[config.mk]
export PLATFORM = sky130hd
export DESIGN_NAME = cfg_write_ctrl
export DESIGN_NICKNAME = d
export VERILOG_FILES = /design/src/rtl/cfg_wr_pkg.sv /design/src/rtl/cfg_wr_timer.sv /design/src/rtl/cfg_write_ctrl.sv
export SDC_FILE = /design/constraint.sdc
export NUM_CORES = 1
export LEC_CHECK = 0
export BUFFER_PORTS_ARGS = -buffer_cell sky130_fd_sc_hd__buf_2
export CAP_MARGIN = 30
export CORE_ASPECT_RATIO = 1.2
export CORE_UTILIZATION = 57
export DETAILED_ROUTE_END_ITERATION = 8
export GPL_ROUTABILITY_DRIVEN = 1
export PLACE_DENSITY = 0.79
export SYNTH_ARGS = -nofsm -noshare
export SYNTH_HDL_FRONTEND = slang
export SYNTH_HIERARCHICAL = 1
export SYNTH_SLANG_ARGS = --single-unit
[constraint.sdc]
create_clock -name clk -period 3 [get_ports clk]
set_clock_uncertainty 0.1 [all_clocks]
set_input_delay 0.45 -clock clk [delete_from_list [all_inputs] [get_ports clk]]
set_output_delay 0.45 -clock clk [all_outputs]
set_load 0.03 [all_outputs]
[src/rtl/cfg_wr_pkg.sv]
// cfg_wr_pkg
//   Shared definitions for the configuration write controller:
//   FSM state encoding and bit positions inside the wr_leds status bus.
package cfg_wr_pkg;

  typedef enum logic [2:0] {
    ST_IDLE  = 3'd0,
    ST_RECV  = 3'd1,
    ST_CHECK = 3'd2,
    ST_LOAD  = 3'd3,
    ST_ERROR = 3'd4
  } cfg_wr_state_e;

  localparam int LED_BUSY = 0;  // mirrors busy
  localparam int LED_OK   = 1;  // last session committed (sticky)
  localparam int LED_ERR  = 2;  // last session aborted (sticky)

endpackage

[src/rtl/cfg_wr_timer.sv]
// cfg_wr_timer
//   Idle-gap counter for a write session. Counts enabled cycles since the
//   last clear and flags the cycle in which the TIMEOUT_CYC-th consecutive
//   enabled cycle is being completed, so the controller can leave on that
//   same edge.
// Ports:
//   clk     in  clock, rising edge
//   rst     in  synchronous, active-high reset
//   clear   in  restart the count from zero
//   enable  in  count this cycle as idle
//   expired out high while the current enabled cycle is the TIMEOUT_CYC-th
module cfg_wr_timer
  import cfg_wr_pkg::*;
#(
  parameter int TIMEOUT_CYC = 50000000
) (
  input  logic clk,
  input  logic rst,
  input  logic clear,
  input  logic enable,
  output logic expired
);

  localparam int TW = $clog2(TIMEOUT_CYC + 1);

  logic [TW-1:0] cnt;

  always_ff @(posedge clk) begin
    if (rst) begin
      cnt <= '0;
    end else if (clear) begin
      cnt <= '0;
    end else if (enable && (cnt != TW'(TIMEOUT_CYC))) begin
      // saturates rather than wrapping; the FSM leaves before this matters
      cnt <= cnt + TW'(1);
    end
  end

  // cnt already holds TIMEOUT_CYC-1 idle cycles; this one is the last allowed
  assign expired = enable && (cnt == TW'(TIMEOUT_CYC - 1));

endmodule

[src/rtl/cfg_write_ctrl.sv]
// cfg_write_ctrl
//   Receives NUM_REGS configuration bytes from a UART-style byte stream into
//   a shadow array, optionally verifies a trailing XOR checksum, and commits
//   the shadow to cfg_data in one step. Sessions abort on checksum mismatch
//   or when the stream goes idle for TIMEOUT_CYC cycles.
// Ports:
//   clk, rst            clock / synchronous active-high reset
//   start_wr            arms a session (sampled in IDLE only)
//   rx_valid, rx_data   one-cycle byte strobe and data
//   cfg_data            committed registers, reg i at [i*DATA_W +: DATA_W]
//   load_cfg, done_wr   one-cycle pulse on successful commit
//   err_wr              one-cycle pulse on aborted session
//   busy                high outside IDLE
//   wr_leds             {last error, last ok, busy}
//
// state    | meaning
// ---------+-----------------------------------------------------------
// IDLE     | waiting for start_wr; rx_valid ignored
// RECV     | collecting data bytes into the shadow array
// CHECK    | waiting for the checksum byte
// LOAD     | one cycle, shadow committed, load_cfg/done_wr high
// ERROR    | one cycle, err_wr high, cfg_data untouched
module cfg_write_ctrl
  import cfg_wr_pkg::*;
#(
  parameter int DATA_W      = 8,
  parameter int NUM_REGS    = 12,
  parameter int TIMEOUT_CYC = 50000000,
  parameter int CHK_EN      = 1
) (
  input  logic                         clk,
  input  logic                         rst,
  input  logic                         start_wr,
  input  logic                         rx_valid,
  input  logic [DATA_W-1:0]            rx_data,
  output logic [NUM_REGS*DATA_W-1:0]   cfg_data,
  output logic                         load_cfg,
  output logic                         done_wr,
  output logic                         err_wr,
  output logic                         busy,
  output logic [2:0]                   wr_leds
);

  localparam int CNT_W = $clog2(NUM_REGS + 1);

  cfg_wr_state_e               state;
  logic [CNT_W-1:0]            count;
  logic [DATA_W-1:0]           csum;
  logic [DATA_W-1:0]           shadow [NUM_REGS];
  logic [NUM_REGS*DATA_W-1:0]  shadow_merged;
  logic                        led_ok;
  logic                        led_err;
  logic                        in_session;
  logic                        last_byte;
  logic                        timer_clear;
  logic                        timer_en;
  logic                        timer_expired;

  assign in_session  = (state == ST_RECV) || (state == ST_CHECK);
  assign last_byte   = (count == CNT_W'(NUM_REGS - 1));
  assign timer_clear = (state == ST_IDLE) || (in_session && rx_valid);
  assign timer_en    = in_session && !rx_valid;

  cfg_wr_timer #(
    .TIMEOUT_CYC (TIMEOUT_CYC)
  ) u_timer (
    .clk     (clk),
    .rst     (rst),
    .clear   (timer_clear),
    .enable  (timer_en),
    .expired (timer_expired)
  );

  // Shadow contents with the byte being accepted this cycle folded in, so the
  // commit without a checksum can happen on the same edge as the last byte.
  always_comb begin
    shadow_merged = '0;
    for (int i = 0; i < NUM_REGS; i++) begin
      shadow_merged[i*DATA_W +: DATA_W] = shadow[i];
      if ((state == ST_RECV) && rx_valid && (count == CNT_W'(i))) begin
        shadow_merged[i*DATA_W +: DATA_W] = rx_data;
      end
    end
  end

  always_ff @(posedge clk) begin
    if (rst) begin
      state    <= ST_IDLE;
      count    <= '0;
      csum     <= '0;
      for (int i = 0; i < NUM_REGS; i++) begin
        shadow[i] <= '0;
      end
      cfg_data <= '0;
      load_cfg <= 1'b0;
      done_wr  <= 1'b0;
      err_wr   <= 1'b0;
      busy     <= 1'b0;
      led_ok   <= 1'b0;
      led_err  <= 1'b0;
    end else begin
      load_cfg <= 1'b0;
      done_wr  <= 1'b0;
      err_wr   <= 1'b0;
      case (state)
        ST_IDLE: begin
          if (start_wr) begin
            state   <= ST_RECV;
            busy    <= 1'b1;
            count   <= '0;
            csum    <= '0;
            led_ok  <= 1'b0;
            led_err <= 1'b0;
          end
        end
        ST_RECV: begin
          if (rx_valid) begin
            for (int i = 0; i < NUM_REGS; i++) begin
              if (count == CNT_W'(i)) shadow[i] <= rx_data;
            end
            csum  <= csum ^ rx_data;
            count <= count + CNT_W'(1);
            if (last_byte) begin
              if (CHK_EN != 0) begin
                state <= ST_CHECK;
              end else begin
                state    <= ST_LOAD;
                cfg_data <= shadow_merged;
                load_cfg <= 1'b1;
                done_wr  <= 1'b1;
                led_ok   <= 1'b1;
              end
            end
          end else if (timer_expired) begin
            state   <= ST_ERROR;
            err_wr  <= 1'b1;
            led_err <= 1'b1;
          end
        end
        ST_CHECK: begin
          if (rx_valid) begin
            if (rx_data == csum) begin
              state    <= ST_LOAD;
              cfg_data <= shadow_merged;
              load_cfg <= 1'b1;
              done_wr  <= 1'b1;
              led_ok   <= 1'b1;
            end else begin
              state   <= ST_ERROR;
              err_wr  <= 1'b1;
              led_err <= 1'b1;
            end
          end else if (timer_expired) begin
            state   <= ST_ERROR;
            err_wr  <= 1'b1;
            led_err <= 1'b1;
          end
        end
        ST_LOAD, ST_ERROR: begin
          state <= ST_IDLE;
          busy  <= 1'b0;
        end
        default: begin
          state <= ST_IDLE;
          busy  <= 1'b0;
        end
      endcase
    end
  end

  assign wr_leds[LED_BUSY] = busy;
  assign wr_leds[LED_OK]   = led_ok;
  assign wr_leds[LED_ERR]  = led_err;

endmodule

==> metrics.md, run 1 <==
| Metric | Value |
|---|---|
| Initial Utilization | 0.5880 |
| # Post-CTS Setup Buffers | 0 |
| Proportion of register bits with asynchronous set or reset after synthesis | 0 |
| Leading cell types in the layout, fill and taps excluded | nor2_1, dfxtp_1, buf_2 |
| Final Net Count | between 900 and 1000 |
| Highest metal layer with signal wires | met4 |
| Reported leakage power | about 0.005 uW |
| Type of destination of the critical path | register |
| Number of nets produced by synthesis | 843 |
| Yosys warns | 6 |
| Most frequent standard cell in the layout excluding fill and tap cells | nor2_1 |
| Clock sink count | 238 |
| Drc violations | 0 |
| Setup-violating endpoint count in the final report | 0 |
| Minimum setup slack in the final design | about 0.47 ns |
| Register share of total power | 0.500 |
| Worst vdd ir | ~440 uV |
| Commonest register cell after synthesis | dfxtp_1 |
| Clock share of power | 0.466 |
| Highest Clock Rate | roughly 400 MHz |
| Count of max-cap constraint violations | 0 |
| Clock edge transition at the registers on the reported setup and hold paths | 0.07 ns |
| Clock tree from TritonCTS | yes |
| CTS buffer count | 23 |
| Detailed route wirelength on metal2 | between 9000 and 10000 um |
| Area used by sequential logic in the layout | approximately 0.0057 sq mm |
| Worst EP arrival | roughly 2.9 ns |
| Switching power of the nets | approximately 1400 uW |
| Largest family of logic cells by synthesized area | simple AND/OR/NAND/NOR gates |
| Simple-gate share of the synthesized area | 0.1740 |
| Fin. Hold Viols | 0 |
| Hold Crit Start | rx_data[2] |
| Count of flip-flops with a built-in enable after synthesis | 96 |
| Slew of the pin with the lowest slew margin | between 0.8 and 0.9 ns |
| Total overflow reported by the global router | 0 |
| Post-synthesis share of cell area spent on full adders, half adders and majority gates | 0.008098 |
| Hold buffer count at CTS | 0 |
| Core outline area | approximately 0.016 sq mm |
| Aggregate negative setup slack | 0 ns |
| Critical Path Start Type | register |
| Pin count of the biggest net entering global routing | just over 100 |
| Layout fillers | ~1200 |
| Num rows | 50 |
| Class of the tightest hold or removal check | in2reg |
| Via total after detailed routing | between 6000 and 7000 |
| Worst-case setup slack after placement | 0.5455 ns |
| Post_cts resized | 0 |
| Power Internal | approximately 5500 uW |
| Number of instances in the synthesized netlist | ~830 |
| Total number of H-tree levels | 1 |
| Worst slew margin relative to its limit | 0.4525 |
| Number of flip-flops and latches in the synthesized netlist | between 200 and 250 |
| Layout Area Growth over Synthesis | 16.22% |
| Area occupied by multi-input gates | roughly 0.0032 sq mm |
| Synthesized cell area | between 0.009 and 0.01 sq mm |
| Worst hold path endpoint | csum[2] |
| Multiplexer area fraction after synthesis | 0.1037 |
| Final max-slew violation count | 0 |
| Clock buffer depth | 3 |
| Worst reg2reg path endpoint | u_timer/cnt[24] |
| Antenna Nets Post-Route | 0 |
| Die height | 141.7 um |
| Reg2reg setup slack | approximately 0.47 ns |
| Post-detailed-placement half-perimeter wirelength | around 12000 um |
| Library cell used as clock root buffer | clkbuf_16 |
| Final min period | around 2.5 ns |
| Final period util | 0.8419 |
| Pwr per Cell Area | ~640 mW/mm^2 |
| Routed length on met1 | 7840 um |
| Depth of the worst register-to-register path | 7 |
| Wire length of the first global-routing pass | 30420 um |
| Critical setup path kind | reg2reg |
| Insertion delay to the later sink of the worst-skew pair | ~0.50 ns |
| Final wirelength | roughly 19000 um |
| Count of antenna diodes in the layout | 0 |
| Routability cong. | ~0.85 |
| IO Count | roughly 120 |
| Die width | roughly 120 um |
| Antenna violations before repair | 0 |
| Xor/xnor cell area share of the yosys netlist | 0.03118 |
| Vias in the first global route | between 5000 and 6000 |
| Result of the run | completed |
| Critical Path RT | 3.34 ns |
| Portion of the post-synthesis area used by sequential elements | 0.6176 |
| Avg WL per Cell | between 15 and 20 um |
| Number of cells traversed by the worst hold path | 3 |
| Synthesized area per cell | 11.24 sq um |
| Unrepaired setup endpoints after global routing | no |
| Startpoint of the lowest-slack register-to-register path | state[0] |
| Maximum fanout along the worst path | 16 |
| Iteration-0 DRC count of the detailed router | between 400 and 500 |
| Via density | between 5 and 6 |
| Share of total power in combinational logic | 0.034 |
| Complex-gate fraction of the synthesized area | 0.03077 |
| Switching power share of the total | 0.2032 |
| Count of TritonRoute iterations in the first routing pass | 4 |
| Number of different library cells in the post-synthesis netlist | between 50 and 60 |
| Total routing usage reported by global routing | 0.2291 |
| Fraction of final layout cells sized beyond drive strength 1 | 0.1870 |
| Detailed route wirelength on metal3 | approximately 1100 um |
| Die Footprint | around 0.017 sq mm |
| Number of port buffers | around 110 |
## registers in the layout, summed over array words and instances (netlist names)
name	cells
shadow	96
busy	1
led_err	1
u_timer/cnt	26
csum	8
done_wr	1
led_ok	1
count	4
cfg_data	96
err_wr	1
state	3
## how the worst max path moves through the flow
stage | from | endpoint | slack (ns) | cells after the start
after floorplan | state[0] | u_timer/cnt[24] | 0.70 | 8
after global placement | state[0] | u_timer/cnt[24] | 0.65 | 7
after detailed placement | state[0] | u_timer/cnt[24] | 0.55 | 7
after CTS | state[0] | u_timer/cnt[24] | 0.54 | 7
after global routing | state[0] | u_timer/cnt[24] | 0.23 | 7
final | state[0] | u_timer/cnt[24] | 0.47 | 7
## logic make-up (layout without fill, tap and decap cells)
group,count (synthesis),in the layout
adders and majority gates,6,6
buffers and inverters,61,177
xor gates and xnor gates,33,33
muxes,96,96
AOI/OAI and AO/OA,45,45
and+or+nand+nor,346,346
DFF,238,238
## power by group through the flow
| stage | sequential [uW] | clock (uW) | combinational, uW |
|---|---|---|---|
| floorplan | 3530 | 0 | 169 |
| CTS | 3470 | 3280 | 237 |
| finish | 3470 | 3230 | 236 |
| global route | 3480 | 3390 | 261 |
| global placement | 3540 | 0 | 234 |
| detailed placement | 3540 | 0 | 235 |
## Yosys cell counts, types with 2 or more instances
cell | instances | area [sq um]
a21oi_1 | 13 | 65.06
edfxtp_1 | 96 | 2883
xor2_1 | 24 | 210.2
nor3b_2 | 2 | 25.02
inv_1 | 16 | 60.06
nor2_1 | 220 | 825.8
or3_1 | 3 | 18.77
nand4_1 | 10 | 62.56
nor3_1 | 8 | 40.04
xnor2_1 | 9 | 78.83
o22ai_1 | 2 | 12.51
nand2_1 | 35 | 131.4
a21o_1 | 4 | 30.03
mux2i_1 | 96 | 960.9
o21ai_0 | 11 | 55.05
o211ai_1 | 2 | 15.01
buf_4 | 5 | 37.54
or4_1 | 3 | 22.52
buf_2 | 5 | 25.02
nor4_4 | 2 | 42.54
nand3_1 | 15 | 75.07
nand3b_1 | 8 | 60.06
and2_1 | 2 | 12.51
nor3_2 | 2 | 20.02
a22oi_1 | 2 | 15.01
buf_6 | 9 | 101.4
nand2b_1 | 18 | 112.6
ha_1 | 6 | 75.07
clkbuf_1 | 26 | 97.59
nor4_1 | 5 | 31.28
o21ai_1 | 2 | 10.01
dfxtp_1 | 142 | 2843
and4b_1 | 2 | 20.02
nor4_2 | 2 | 25.02
## critical path, cell delays in order, from the launching register on
cell	delay (ns)
dfxtp_1	0.61
xnor2_1	0.16
nor3_1	0.23
nand2_1	0.25
nor3_1	0.45
nand3_1	0.19
or3_1	0.34
a21oi_1	0.13
## metal layers
metal	up-vias	global-route usage
li1	3006	-
met1	2975	0.2775
met5	-	0
met4	0	0.08794
met3	32	0.03416
met2	176	0.4124
## metrics by stage
stage	hold slack (ns)	instance area, sq um	cells	total power (uW)	utilization
floorplan	0.3522	9270	825	3697	-
global placement	0.3548	9905	1107	3771	0.6283
detailed placement	0.3685	9905	1107	3775	0.6283
CTS	0.1463	10770	1149	6986	0.6834
global route	0.1790	10770	1149	7131	0.6834
finish	0.1655	10770	1149	6938	0.6834
## cell type report
cell class | instances | area share
clock inverter | 15 | 0.02206
timing repair buffer | 119 | 0.05783
clock buffer | 27 | 0.05865
inverter | 16 | 0.005574
tap | 208 | 0.02416
sequential | 238 | 0.5314
multi-input combinational | 526 | 0.3003
(Power assumes the default switching activity.)
==> inputs of run 2 (changes only) <==
--- a/config.mk
+++ b/config.mk
@@ -8,10 +8,10 @@
 export BUFFER_PORTS_ARGS = -buffer_cell sky130_fd_sc_hd__buf_2
 export CAP_MARGIN = 30
 export CORE_ASPECT_RATIO = 1.2
-export CORE_UTILIZATION = 57
+export CORE_UTILIZATION = 52
 export DETAILED_ROUTE_END_ITERATION = 8
 export GPL_ROUTABILITY_DRIVEN = 1
-export PLACE_DENSITY = 0.79
+export PLACE_DENSITY = 0.76
 export SYNTH_ARGS = -nofsm -noshare
 export SYNTH_HDL_FRONTEND = slang
 export SYNTH_HIERARCHICAL = 1
==> constraint.sdc (replaced) <==
create_clock -name clk -period 2.3 [get_ports clk]
set_clock_uncertainty 0.1 [all_clocks]
set_input_delay 0.345 -clock clk [delete_from_list [all_inputs] [get_ports clk]]
set_output_delay 0.345 -clock clk [all_outputs]
set_load 0.03 [all_outputs]
==> run 2 against run 1 <==
Critical path depth unchanged; count of clock-buffer cells in the layout up 11; register-to-register slack got worse by 0.32 ns; hold slack lost 0.11 ns; largest cell class unchanged; first-iteration DRC count shrank 17%; maximum frequency grew 17%; cell area grew 1.9%; die area up 9.5%.
==> metrics.md, run 2 (synthesized netlist as in run 1, its figures left out) <==
| Metric | Value |
|---|---|
| Maximum fanout along the worst path | 6 |
| Total number of H-tree levels | 1 |
| Final max-slew violation count | 0 |
| Highest Clock Rate | 465.0 MHz |
| Count of max-cap constraint violations | 0 |
| Pin count of the biggest net entering global routing | 47 |
| Worst vdd ir | roughly 650 uV |
| Fin. Hold Viols | 0 |
| Drc violations | 0 |
| CTS buffer count | 24 |
| Die Footprint | roughly 0.018 sq mm |
| Final-layout worst hold slack | roughly 0.056 ns |
| Largest stage delay on the critical path | between 0.5 and 0.6 ns |
| Layout Area Growth over Synthesis | 18.46% |
| Class of the tightest hold or removal check | in2reg |
| Unrepaired setup endpoints after global routing | no |
| Library cell used as clock root buffer | clkbuf_16 |
| Final min period | 2.150 ns |
| Routability cong. | roughly 0.9 |
| Leading cell types in the layout, fill and taps excluded | nor2_1, dfxtp_1, buf_2 |
| Total routing usage reported by global routing | 0.2114 |
| IO Count | 115 |
| Num rows | 53 |
| Die width | 123.9 um |
| Worst EP arrival | 2.49 ns |
| Die height | around 150 um |
| Reported leakage power | between 0.005 and 0.006 uW |
| Wire length of the first global-routing pass | 30370 um |
| Insertion delay to the later sink of the worst-skew pair | 0.50 ns |
| Critical Path Start Type | register |
| Post-detailed-placement half-perimeter wirelength | approximately 13000 um |
| Hold buffer count at CTS | 0 |
| Antenna violations before repair | 0 |
| Critical setup path kind | reg2reg |
| Clock tree from TritonCTS | yes |
| Slew of the pin with the lowest slew margin | between 0.5 and 0.6 ns |
| Critical Path RT | ~2.6 ns |
| Final Net Count | 977 |
| Count of antenna diodes in the layout | 0 |
| Count of TritonRoute iterations in the first routing pass | 5 |
| Core outline area | 0.01751 sq mm |
| Pwr per Cell Area | 786.9 mW/mm^2 |
| Clock sink count | roughly 240 |
| Clock buffer depth | 3 |
| Buffers and inverters on the worst path | 0 |
| Aggregate negative setup slack | 0 ns |
| Final period util | 0.9350 |
| Initial Utilization | 0.5295 |
| Iteration-0 DRC count of the detailed router | roughly 370 |
| Vias in the first global route | between 6000 and 7000 |
| Total overflow reported by the global router | 0 |
| Avg WL per Cell | 15.74 um |
| Worst slew margin relative to its limit | 0.6036 |
| Result of the run | completed |
| Critical-path cell list | or4_4 > nor4_4 > and4b_2 > nor2_1 > o22ai_1 > and4b_1 > o21ba_1 |
| Via density | 5.190 |
| Registers with the most flip-flops | cfg_data (96), shadow (96), u_timer/cnt (26) |
| Final wirelength | approximately 19000 um |
| Number of port buffers | roughly 110 |
| Most frequent standard cell in the layout excluding fill and tap cells | nor2_1 |
| Fraction of final layout cells sized beyond drive strength 1 | 0.2098 |
| Antenna Nets Post-Route | 0 |
| Via total after detailed routing | ~6200 |
| Critical-path cell with the highest stage delay | or4_4 |
| Setup-violating endpoint count in the final report | 0 |
| Clock edge transition at the registers on the reported setup and hold paths | approximately 0.06 ns |
| Type of destination of the critical path | register |
| Kind of cell with the highest combined delay on the critical path | simple AND/OR/NAND/NOR gates |
run 2: changes by cell type in the layout (fill, tap and decap cells not counted), sizes merged:
cell	previous run	this run
buf	119	153
bufinv	6	1
clkbuf	27	38
clkinvlp	4	0
run 2: cell type report:
class / count / area, sq um
Multi-Input combinational cell: 526 / 3237
Inverter: 16 / 60.06
Fill cell: 1384 / 6525
Clock inverter: 6 / 56.30
Tap cell: 220 / 275.3
Clock buffer: 38 / 724.4
Timing Repair Buffer: 153 / 903.4
Sequential cell: 238 / 5725
run 2: repair_timing:
action	CTS	global route
gates resized for setup	0	1
setup endpoints to repair	0	1
buffers inserted	0	0
run 2: power breakdown:
group | internal, uW | switching, uW | leakage, uW
sequential | 4480 | 39.9 | 0.00213
combinational | 103 | 236 | 0.00263
clock | 2270 | 1510 | 0.000383
run 2: path summary, 6_finish.rpt:
check	startpoint	end	slack (ns)	cells past startpoint
worst max-delay path	u_timer/cnt[8]	led_err	0.15	7
worst max register to register	u_timer/cnt[8]	led_err	0.15	7
worst min register to register	shadow[2][16]	cfg_data[80]	0.37	2
worst min-delay path	rx_data[6]	csum[6]	0.06	3
run 2: routing by layer:
metal / vias up / global-route usage / wire length [um]
met5: - / 0 / 0
met4: 0 / 0.06627 / 504
met3: 35 / 0.03029 / 987
met2: 172 / 0.3831 / 9682
met1: 2926 / 0.2542 / 7660
li1: 3080 / - / -
run 2: worst reg2reg max path, stage by stage (launching register included):
cell	delay (ns)
dfxtp_1	0.37
or4_4	0.57
nor4_4	0.28
and4b_2	0.30
nor2_1	0.05
o22ai_1	0.11
and4b_1	0.20
o21ba_1	0.12
run 2: through the flow:
step,cell area [sq um],util,cells,total power (uW),setup slack [ns]
finish,10980,0.6273,1197,8642,0.1496
global route,10980,0.6273,1197,8934,0.009565
CTS,10980,0.6272,1197,8732,0.1421
detailed placement,10200,0.5826,1153,4955,0.1580
global placement,10200,0.5826,1153,4945,0.2179
floorplan,9270,-,825,4822,0.001960
==> inputs of run 3 (changes only) <==
--- a/config.mk
+++ b/config.mk
@@ -5,13 +5,15 @@
 export SDC_FILE = /design/constraint.sdc
 export NUM_CORES = 1
 export LEC_CHECK = 0
+export ABC_AREA = 1
 export BUFFER_PORTS_ARGS = -buffer_cell sky130_fd_sc_hd__buf_2
 export CAP_MARGIN = 30
 export CORE_ASPECT_RATIO = 1.2
-export CORE_UTILIZATION = 52
+export CORE_UTILIZATION = 53
 export DETAILED_ROUTE_END_ITERATION = 8
 export GPL_ROUTABILITY_DRIVEN = 1
 export PLACE_DENSITY = 0.76
+export RECOVER_POWER = 50
 export SYNTH_ARGS = -nofsm -noshare
 export SYNTH_HDL_FRONTEND = slang
 export SYNTH_HIERARCHICAL = 1
==> run 3 against run 2 <==
Sequential power is essentially flat; utilization shrank 0.68 points; wire length increased by 26%; sequential share of layout area down 1.9 points; largest power group unchanged; setup slack improved by 0.0032 ns; non-clock buffer count shrank 8; synthesized area rose by 8.4%; count of clock-buffer cells in the layout decreased by 4; sequential cell count unchanged; cell area grew 3.8%.
==> metrics.md, run 3 <==
| Metric | Value |
|---|---|
| Class of the tightest hold or removal check | in2reg |
| Wire length of the first global-routing pass | roughly 38000 um |
| Dominant cell type by count on the critical path | nor2_1 |
| Final max-slew violation count | 0 |
| Final Net Count | roughly 1300 |
| Via total after detailed routing | ~8000 |
| Multiplexer area fraction after synthesis | 0 |
| Most frequent standard cell in the layout excluding fill and tap cells | nand2_1 |
| Clock tree from TritonCTS | yes |
| Count of antenna diodes in the layout | 0 |
| Routability cong. | 0.8995 |
| Synthesized area per cell | between 8 and 9 sq um |
| Type of destination of the critical path | register |
| Iteration-0 DRC count of the detailed router | between 600 and 700 |
| Largest stage delay on the critical path | 0.48 ns |
| Reg2reg setup slack | about 0.15 ns |
| Clock edge transition at the registers on the reported setup and hold paths | 0.06 ns |
| Number of flip-flops and latches in the synthesized netlist | 238 |
| Die width | about 130 um |
| Final min period | around 2.1 ns |
| Clock share of power | 0.427 |
| Slew of the pin with the lowest slew margin | approximately 0.9 ns |
| Insertion delay to the later sink of the worst-skew pair | between 0.5 and 0.6 ns |
| Total number of H-tree levels | 1 |
| Power Internal | 6876 uW |
| Pin count of the biggest net entering global routing | 86 |
| Area occupied by multi-input gates | 0.003649 sq mm |
| Post-synthesis share of cell area spent on full adders, half adders and majority gates | 0.007474 |
| Simple-gate share of the synthesized area | 0.2688 |
| Highest Clock Rate | 465.7 MHz |
| Maximum fanout along the worst path | 44 |
| Setup-violating endpoint count in the final report | 0 |
| Worst slew margin relative to its limit | 0.3905 |
| Critical Path RT | ~2.6 ns |
| Antenna Nets Post-Route | 0 |
| Synthesized cell area | roughly 0.01 sq mm |
| Portion of the post-synthesis area used by sequential elements | 0.5700 |
| Fin. Hold Viols | 0 |
| Layout Area Growth over Synthesis | 13.52% |
| Clock buffer depth | 3 |
| Startpoint of the lowest-slack register-to-register path | state[2] |
| Most common cell in the netlist | nand2_1 |
| Result of the run | completed |
| Commonest register cell after synthesis | dfxtp_1 |
| Yosys warns | 6 |
| Complex-gate fraction of the synthesized area | 0.08122 |
| Vias in the first global route | roughly 7600 |
| Switching power of the nets | 2064 uW |
| Drc violations | 0 |
| Final Non-Filler Cells | 1504 |
| Antenna violations before repair | 0 |
| Number of nets produced by synthesis | around 1200 |
| Number of cells traversed by the worst hold path | 3 |
| Worst vdd ir | about 500 uV |
| Fraction of final layout cells sized beyond drive strength 1 | 0.09265 |
| Critical setup path kind | reg2reg |
| Final period util | 0.9336 |
| Initial Utilization | 0.5466 |
| Cells taking the most area after synthesis | edfxtp_1, dfxtp_1, nand2_1 |
| IO Count | between 100 and 150 |
| Die Footprint | 0.01951 sq mm |
| Number of instances in the synthesized netlist | roughly 1100 |
| Register share of total power | 0.509 |
| Critical Path Start Type | register |
| Pwr per Cell Area | about 780 mW/mm^2 |
| Number of different library cells in the post-synthesis netlist | 35 |
| Number of port buffers | 114 |
| Share of total power in combinational logic | 0.064 |
| Count of placed standard cells including taps | 1462 |
| Count of flip-flops with a built-in enable after synthesis | between 90 and 100 |
| Library cell used as clock root buffer | clkbuf_16 |
| Registers with the most flip-flops | cfg_data (96), shadow (96), u_timer/cnt (26) |
| CTS buffer count | 23 |
| Critical-path cell list | nor2_1 > nand2_1 > nor2_1 > buf_4 > nand4_1 > a21oi_1 |
| Largest family of logic cells by synthesized area | simple AND/OR/NAND/NOR gates |
| Worst EP arrival | around 2.5 ns |
| Worst hold path endpoint | busy |
| Leading post-synthesis cells by instance count | nand2_1, nor2_1, dfxtp_1 |
| Worst reg2reg path endpoint | cfg_data[57] |
| Count of TritonRoute iterations in the first routing pass | 5 |
| Area used by sequential logic in the layout | 0.005725 sq mm |
| Total routing usage reported by global routing | 0.2414 |
| Reported leakage power | between 0.003 and 0.004 uW |
| Total overflow reported by the global router | 0 |
| Depth of the worst register-to-register path | 6 |
| Clock sink count | around 240 |
| Avg WL per Cell | ~16 um |
| Critical-path cell with the highest stage delay | buf_4 |
| Hold Crit Start | start_wr |
| Xor/xnor cell area share of the yosys netlist | 0.009591 |
| Post-detailed-placement half-perimeter wirelength | 15420 um |
| Core outline area | between 0.015 and 0.02 sq mm |
| Num rows | 54 |
| Leading cell types in the layout, fill and taps excluded | nand2_1, nor2_1, dfxtp_1 |
| Layout fillers | about 1600 |
| Via density | around 5.4 |
| Dominant cell type by area after synthesis | edfxtp_1 |
| Final wirelength | 23680 um |
| Switching power share of the total | 0.2309 |
| Share of the synthesized area in the top cell type | 0.2870 |
| Aggregate negative setup slack | 0 ns |
| Unrepaired setup endpoints after global routing | no |
| Die height | 152.8 um |
| Count of max-cap constraint violations | 0 |
| Proportion of register bits with asynchronous set or reset after synthesis | 0 |
[run 3: cell types whose count changed in the layout (fill, tap and decap cells not counted), moves of 9 or more]
cell,before,now
nand2_1,35,269
a21oi_1,13,128
clkbuf_1,8,113
buf_2,113,10
mux2i_1,96,0
nand4_1,10,105
nor2_1,220,152
inv_1,16,48
nand3_1,14,36
xor2_1,24,3
nand2b_1,18,0
buf_4,37,25
inv_2,0,9
[run 3: cell families after synthesis]
family,count (synthesis)
AO/OA/AOI/OAI,154
XOR/XNOR,11
adder cells (fa/ha/maj),6
buffers and inverters,135
flip-flops,238
AND/OR/NAND/NOR,590
[run 3: power by group through the flow]
| stage | combinational [uW] | sequential [uW] | clock [uW] |
|---|---|---|---|
| after global placement | 577 | 4630 | 0 |
| after CTS | 591 | 4550 | 3860 |
| after detailed placement | 584 | 4640 | 0 |
| final | 573 | 4550 | 3820 |
| after global routing | 632 | 4550 | 4020 |
| after floorplan | 431 | 4630 | 0 |
[run 3: final cells by class]
class                      instances  area share
multi-input combinational        761      0.3200
sequential                       238      0.5021
inverter                          66     0.02173
tap                              252     0.02765
timing repair buffer             145     0.06134
clock inverter                     8    0.008669
clock buffer                      34     0.05849
[run 3: worst max-delay path: cells and delay by family (launching register included)]
family / cells / cell delay [ns]
compound gates: 1 / 0.20
buf+inv: 1 / 0.48
flops: 1 / 0.33
simple gates: 4 / 0.93
[run 3: per-stage QoR]
step	utilization	total power [uW]	hold slack, ns	setup WS (ns)	instance area [sq um]
floorplan	-	5057	0.3356	0.05624	10040
global placement	0.5895	5211	0.3443	0.3374	10830
detailed placement	0.5895	5223	0.3501	0.2804	10830
CTS	0.6312	8997	0.04364	0.2448	11600
global route	0.6204	9202	0.04254	0.001585	11400
finish	0.6204	8940	0.03982	0.1527	11400
[run 3: worst max-delay path by stage]
stage               startpoint            to  slack [ns]  cells after the start
floorplan             state[0]      state[0]        0.06                     14
CTS                   state[2]      state[0]        0.24                     13
global placement      state[2]      state[0]        0.34                     13
global route          state[2]      state[0]       0.002                     13
finish                state[2]  cfg_data[57]        0.15                      6
detailed placement    state[2]      state[0]        0.28                     13
[run 3: layer usage]
metal  track usage  routed length (um)
met5             0                   0
met4       0.08123                 582
met3       0.03441                1265
met2        0.4353               12180
met1        0.2932                9649
[run 3: repair_timing]
| action | CTS | global route |
|---|---|---|
| endpoints found under the setup margin | 0 | 1 |
| hold buffers | 0 | 0 |
| resized for setup | 0 | 1 |
| setup buffers | 0 | 0 |
